### config.mk
export PLATFORM = sky130hd
export DESIGN_NAME = bram_port_arbiter
export DESIGN_NICKNAME = d
export VERILOG_FILES = /design/src/rtl/bram_port_arbiter.sv
export SDC_FILE = /design/constraint.sdc
export NUM_CORES = 1
export LEC_CHECK = 0
export CAP_MARGIN = 0
export CORE_AREA = 2 2 123 125
export CTS_CLUSTER_SIZE = 40
export DETAILED_ROUTE_END_ITERATION = 7
export DIE_AREA = 0 0 125 127
export PLACE_DENSITY_LB_ADDON = 0.12
export SLEW_MARGIN = 40
export SYNTH_ARGS = -nofsm -noshare
export SYNTH_HDL_FRONTEND = slang
export SYNTH_SLANG_ARGS = --single-unit
export TNS_END_PERCENT = 30
### constraint.sdc
create_clock -name aclk -period 5.2 [get_ports aclk]
set_clock_uncertainty 0.1 [all_clocks]
set_input_delay 0.78 -clock aclk [delete_from_list [all_inputs] [get_ports aclk]]
set_output_delay 0.78 -clock aclk [all_outputs]
set_load 0.005 [all_outputs]
### src/rtl/bram_port_arbiter.sv
// bram_port_arbiter
// Shares native BRAM port B between NUM_REQ fabric requesters using a
// round-robin grant. BRAM command outputs are registered from the winning
// requester, and a small (valid, id) pipeline routes each read's returning
// data back to the requester that issued it.
module bram_port_arbiter #(
  parameter int NUM_REQ    = 4,
  parameter int ADDR_WIDTH = 10,
  parameter int DATA_WIDTH = 32,
  parameter int RD_LATENCY = 1
) (
  input  logic                            aclk,
  input  logic                            areset,
  input  logic [NUM_REQ-1:0]              req_valid,
  output logic [NUM_REQ-1:0]              req_ready,
  input  logic [NUM_REQ-1:0]              req_we,
  input  logic [NUM_REQ*ADDR_WIDTH-1:0]   req_addr,
  input  logic [NUM_REQ*DATA_WIDTH-1:0]   req_wdata,
  input  logic [NUM_REQ*DATA_WIDTH/8-1:0] req_wstrb,
  output logic [NUM_REQ-1:0]              rsp_valid,
  output logic [DATA_WIDTH-1:0]           rsp_rdata,
  output logic                            bram_en,
  output logic [DATA_WIDTH/8-1:0]         bram_we,
  output logic [ADDR_WIDTH-1:0]           bram_addr,
  output logic [DATA_WIDTH-1:0]           bram_wdata,
  input  logic [DATA_WIDTH-1:0]           bram_rdata
);

  localparam int STRB_WIDTH = DATA_WIDTH / 8;
  localparam int IDX_WIDTH  = $clog2(NUM_REQ);
  localparam int PIPE_DEPTH = RD_LATENCY + 1;
  localparam logic [IDX_WIDTH:0]   NUM_REQ_W = (IDX_WIDTH + 1)'(NUM_REQ);
  localparam logic [IDX_WIDTH-1:0] LAST_IDX  = IDX_WIDTH'(NUM_REQ - 1);

  // Per-requester views of the flattened command buses
  logic [ADDR_WIDTH-1:0] addrSlice  [NUM_REQ];
  logic [DATA_WIDTH-1:0] wdataSlice [NUM_REQ];
  logic [STRB_WIDTH-1:0] wstrbSlice [NUM_REQ];

  for (genvar g = 0; g < NUM_REQ; g++) begin : gSlice
    assign addrSlice[g]  = req_addr[g*ADDR_WIDTH +: ADDR_WIDTH];
    assign wdataSlice[g] = req_wdata[g*DATA_WIDTH +: DATA_WIDTH];
    assign wstrbSlice[g] = req_wstrb[g*STRB_WIDTH +: STRB_WIDTH];
  end

  // Arbitration state and registered BRAM command
  logic [IDX_WIDTH-1:0]  rrPtr_q,     rrPtr_d;
  logic                  bramEn_q,    bramEn_d;
  logic [STRB_WIDTH-1:0] bramWe_q,    bramWe_d;
  logic [ADDR_WIDTH-1:0] bramAddr_q,  bramAddr_d;
  logic [DATA_WIDTH-1:0] bramWdata_q, bramWdata_d;

  // Read tracking pipeline: stage 0 is loaded at the accept edge
  logic [PIPE_DEPTH-1:0]                rdVld_q;
  logic [PIPE_DEPTH-1:0][IDX_WIDTH-1:0] rdId_q;
  logic                                 rdVld_d;
  logic [IDX_WIDTH-1:0]                 rdId_d;

  // Arbitration search signals
  logic                 grantFound;
  logic [IDX_WIDTH-1:0] grantIdx;
  logic [IDX_WIDTH:0]   candSum;
  logic [IDX_WIDTH-1:0] candIdx;
  logic                 accept;

  // Scan requesters starting at the priority pointer, wrapping at NUM_REQ; first valid wins
  always_comb begin
    grantFound = 1'b0;
    grantIdx   = '0;
    candSum    = '0;
    candIdx    = '0;
    for (int k = 0; k < NUM_REQ; k++) begin
      candSum = {1'b0, rrPtr_q} + (IDX_WIDTH + 1)'(k);
      if (candSum >= NUM_REQ_W) begin
        candSum = candSum - NUM_REQ_W;
      end
      candIdx = candSum[IDX_WIDTH-1:0];
      if (!grantFound && req_valid[candIdx]) begin
        grantFound = 1'b1;
        grantIdx   = candIdx;
      end
    end
  end

  assign accept = grantFound && !areset;

  // One-hot grant back to the winner; silenced while reset is held
  always_comb begin
    req_ready = '0;
    if (accept) begin
      req_ready[grantIdx] = 1'b1;
    end
  end

  // Priority moves to the requester just after the winner; holds when idle
  always_comb begin
    rrPtr_d = rrPtr_q;
    if (accept) begin
      if (grantIdx == LAST_IDX) begin
        rrPtr_d = '0;
      end else begin
        rrPtr_d = grantIdx + IDX_WIDTH'(1);
      end
    end
  end

  // Build the next BRAM command from the winner; address and data hold when idle
  always_comb begin
    bramEn_d    = 1'b0;
    bramWe_d    = '0;
    bramAddr_d  = bramAddr_q;
    bramWdata_d = bramWdata_q;
    rdVld_d     = 1'b0;
    rdId_d      = grantIdx;
    if (accept) begin
      bramEn_d    = 1'b1;
      bramAddr_d  = addrSlice[grantIdx];
      bramWdata_d = wdataSlice[grantIdx];
      if (req_we[grantIdx]) begin
        bramWe_d = wstrbSlice[grantIdx];
      end else begin
        rdVld_d = 1'b1;
      end
    end
  end

  // Register pointer and BRAM command so port B sees clean, edge-aligned signals
  always_ff @(posedge aclk or posedge areset) begin
    if (areset) begin
      rrPtr_q     <= '0;
      bramEn_q    <= 1'b0;
      bramWe_q    <= '0;
      bramAddr_q  <= '0;
      bramWdata_q <= '0;
    end else begin
      rrPtr_q     <= rrPtr_d;
      bramEn_q    <= bramEn_d;
      bramWe_q    <= bramWe_d;
      bramAddr_q  <= bramAddr_d;
      bramWdata_q <= bramWdata_d;
    end
  end

  // Shift read ids alongside the BRAM latency so the tail lines up with returning data
  always_ff @(posedge aclk or posedge areset) begin
    if (areset) begin
      rdVld_q <= '0;
      rdId_q  <= '0;
    end else begin
      rdVld_q <= {rdVld_q[PIPE_DEPTH-2:0], rdVld_d};
      rdId_q  <= {rdId_q[PIPE_DEPTH-2:0], rdId_d};
    end
  end

  // Decode the pipeline tail into a one-hot response strobe
  always_comb begin
    rsp_valid = '0;
    if (rdVld_q[PIPE_DEPTH-1]) begin
      rsp_valid[rdId_q[PIPE_DEPTH-1]] = 1'b1;
    end
  end

  assign rsp_rdata  = bram_rdata;
  assign bram_en    = bramEn_q;
  assign bram_we    = bramWe_q;
  assign bram_addr  = bramAddr_q;
  assign bram_wdata = bramWdata_q;

endmodule
==> out/qor.json <==
{
  "cp_slowest_cell": {"value": "clkdlybuf4s50_1"},
  "remaining_drc_errors": {"value": 0},
  "cap_violations": {"value": 0},
  "cp.required": {"value": 4.32, "unit": "ns"},
  "start_util": {"value": 28.8, "unit": "%"},
  "gp_congestion": {"value": 0.872},
  "register_area": {"value": 1380, "unit": "sq um"},
  "crit_path_max_fanout": {"value": 22},
  "yosys.area_share.adder": {"value": 1.20, "unit": "%"},
  "setup.worst_path.end_class": {"value": "output pin"},
  "largest_net_degree_at_the_start_of_global_routing": {"value": 56},
  "worstPathBufferInverterCount": {"value": 3},
  "area_growth": {"value": 61.9, "unit": "%"},
  "worst_r2r_endpoint": {"value": "bram_wdata[0]"},
  "synth_compound_area_share": {"value": 29.8, "unit": "%"},
  "worst-r2r-cell-count": {"value": 7},
  "grt_use_total": {"value": 20.8, "unit": "%"},
  "post-cts-setup-buffer-count": {"value": 0},
  "floorplan.rows": {"value": 44},
  "die_h": {"value": 127, "unit": "um"},
  "path_class": {"value": "in2out"},
  "timing.critical_path.from": {"value": "req_valid[3]"},
  "utilization": {"value": 46.7, "unit": "%"},
  "cts_sinks": {"value": 55},
  "layout_min_cycle_time": {"value": 4.45, "unit": "ns"},
  "routed-via-count": {"value": 4608},
  "synth_edf_count": {"value": 0},
  "clk_root_buffer_cell": {"value": "clkbuf_16"},
  "io_pins": {"value": 313},
  "timing.final.max_slew_violations": {"value": 0},
  "totalWireLength": {"value": 17000, "unit": "um"},
  "io_port_bufs": {"value": 248},
  "fin_nets": {"value": 878},
  "yosys_synthesis_warning_count": {"value": 0},
  "cts_tree": {"value": "yes"},
  "final_area": {"value": 6730, "unit": "sq um"},
  "fin_setup_tns": {"value": 0, "unit": "ns"},
  "drt-wirelength-per-cell": {"value": 20.4, "unit": "um"},
  "die-width": {"value": 125, "unit": "um"},
  "synth_simple_gate_area_share": {"value": 14.4, "unit": "%"},
  "netlist_instances": {"value": 465},
  "crit_path_cell_trace": {"value": "clkdlybuf4s50_1 > nor2_1 > a311oi_1 > and2_2 > buf_4 > ha_1 > and2_1 > clkdlybuf4s50_1"},
  "power.density_cell_area": {"value": 371, "unit": "nW/um^2"},
  "syn_nets": {"value": 695},
  "grt_pass1_wl": {"value": 26300, "unit": "um"},
  "post_synth_instance_area": {"value": 4160, "unit": "sq um"},
  "report.power.total": {"value": 0.00250, "unit": "W"},
  "drt_first_pass_iters": {"value": 6},
  "cts_max_path_buffers": {"value": 2},
  "number_of_global_route_vias_before_repair": {"value": 4677},
  "post_cts_resize_count": {"value": 0},
  "worst_setup_hold_path_clk_slew": {"value": 0.08, "unit": "ns"},
  "muxShareOfSynthArea": {"value": 10.1, "unit": "%"},
  "number_of_antenna_violations_at_the_first_check_in_global_routing": {"value": 1},
  "maxSlewHeadroom": {"value": 52.0, "unit": "%"},
  "crit_family": {"value": "buffers and inverters"},
  "leakage": {"value": 2.68, "unit": "nW"},
  "drt-initial-drc-count": {"value": 218},
  "viasPerCell": {"value": 5.53},
  "hpwlAfterDp": {"value": 11800, "unit": "um"},
  "ys_seq_area_share": {"value": 33.1, "unit": "%"},
  "synth_xor_xnor_area_share": {"value": 0, "unit": "%"},
  "multi_input_comb_area": {"value": 2360, "unit": "sq um"},
  "core": {"value": 14400, "unit": "sq um"},
  "drive_gt1_share": {"value": 4.93, "unit": "%"},
  "path_common_cell": {"value": "clkdlybuf4s50_1"},
  "ys_async_sr_fraction": {"value": 100, "unit": "%"},
  "critical_path_arrival": {"value": 3.57, "unit": "ns"},
  "postCtsHoldBufs": {"value": 0},
  "clock_insertion_delay_worst_skew": {"value": 0.31, "unit": "ns"},
  "dp_area": {"value": 6580, "unit": "sq um"},
  "measured_slew_at_the_worst_slew_check_pin": {"value": 0.715, "unit": "ns"},
  "status": {"value": "complete, no violations"},
  "setup.reg_to_reg.worst_slack": {"value": 2.46, "unit": "ns"},
  "report.final.setup_viol": {"value": 0},
  "vdd.ir_drop.worst": {"value": 0.170, "unit": "mV"},
  "syn_avg_cell_area": {"value": 8.94, "unit": "sq um"},
  "final_antenna_net_count": {"value": 0},
  "netlist-cell-type-count": {"value": 37},
  "setup.worst_path.start_class": {"value": "input port"},
  "crit_path_to": {"value": "req_ready[3]"},
  "cts_inserted_buffers": {"value": 5},
  "synth_ff_type": {"value": "dfrtp_1"},
  "dominant_combinational_cell_family_by_area_after_synthesis": {"value": "compound AO/OA/AOI/OAI gates"},
  "worstReg2RegStart": {"value": "rrPtr_q[1]"},
  "max_freq": {"value": 0.225, "unit": "GHz"},
  "ys_seq_elements": {"value": 55},
  "overflow": {"value": 0},
  "final_report_hold_violation_count": {"value": 0},
  "die_area": {"value": 15900, "unit": "sq um"},
  "holdCritPathClass": {"value": "reg2reg"},
  "grt_setup_unrepaired": {"value": "false"},
  "antenna_cells": {"value": 0},
  "n_fill_cell": {"value": 1413},
  "cp_num_cells": {"value": 8},
  "cts_max_level": {"value": 2},
  "finalCritPeriodShare": {"value": 85.5, "unit": "%"},
  "largest_stage_delay_worst_path": {"value": 0.63, "unit": "ns"}
}
cell families after synthesis:
group | after synthesis
and+or+nand+nor | 116
muxes | 42
buffers and inverters | 90
DFF | 55
AOI/OAI and AO/OA | 158
adders and majority gates | 4
how the worst min path moves through the flow:
| stage | depth (start not counted) | to | slack (ns) | start |
|---|---|---|---|---|
| after floorplan | 0 | rdId_q[2] | 0.23 | rdId_q[0] |
| after global placement | 0 | rdVld_q[1] | 0.23 | rdVld_q[0] |
| after detailed placement | 0 | rdId_q[3] | 0.24 | rdId_q[1] |
| after CTS | 0 | rdId_q[3] | 0.25 | rdId_q[1] |
| after global routing | 0 | rdVld_q[1] | 0.27 | rdVld_q[0] |
| final | 0 | rdId_q[3] | 0.25 | rdId_q[1] |
synth_stat cells, types with 2 or more instances:
master    number  area (sq um)
o31ai_1       43           323
o211ai_1      43           323
and3_1         3          18.8
buf_2          9          45.0
o31a_1         8          70.1
a21oi_1        2          10.0
dfrtp_1       55          1380
nand4_1       42           263
a211o_1       41           359
mux2i_1       41           410
ha_1           4          50.1
nor3_1         2          10.0
buf_4         32           240
a211oi_1      12          90.1
and3b_1        2          17.5
nor2_1         6          22.5
o21a_1         2          15.0
a21boi_0       2          15.0
nand2_1       49           184
and2_1         5          31.3
inv_1          3          11.3
nor2b_1        2          12.5
clkbuf_1      43           161
state kept, by name, indices dropped and copies added, names as in the netlist:
name	flops
bram_addr	10
bram_we	4
rdVld_q	2
bram_en	1
rrPtr_q	2
bram_wdata	32
rdId_q	4
through the flow:
| step | hold WS (ns) | setup WS (ns) | instances |
|---|---|---|---|
| after floorplan | 0.231 | 1.64 | 465 |
| after global placement | 0.233 | 0.899 | 824 |
| after detailed placement | 0.236 | 0.744 | 825 |
| after CTS | 0.255 | 0.740 | 833 |
| after global routing | 0.266 | 0.609 | 833 |
| final | 0.250 | 0.752 | 833 |
power by group:
group,internal (W),switching (W),total [W]
Clock,0.000181,0.000178,0.000359
Sequential,0.000602,0.000108,0.000711
Combinational,0.000738,0.000691,0.00143
cells in the final DEF (no fill, tap or decap), drive strengths merged, types with 2 or more instances in the layout:
cell type,instances
and3b,2
o21a,2
dfrtp,55
mux2i,41
clkbuf,5
inv,4
buf,13
and3,3
clkinv,3
a211oi,12
o211ai,43
a21boi,2
clkdlybuf4s50,248
nand4,42
nor2,6
o21ai,2
a211o,41
a21oi,2
and2,5
nor3,3
o31a,8
o31ai,43
nor2b,2
nand2,49
ha,4
layer usage:
layer  wire (um)  track usage, %  vias to the layer above
li1            -               -                     2134
met1        6940            25.3                     2219
met2        8280            36.0                      217
met3        1430            6.07                       36
met4         338            5.88                        2
met5          13               0                        -
area by class of cell:
type                       instances  share of cell area [%]
clock buffer                       5                    1.86
multi-input combinational        320                    35.1
inverter                           5                   0.279
clock inverter                     3                   0.372
sequential                        55                    20.4
timing repair buffer             261                    38.6
tap                              184                    3.42
Note: power is estimated with default switching activity, not from simulation.
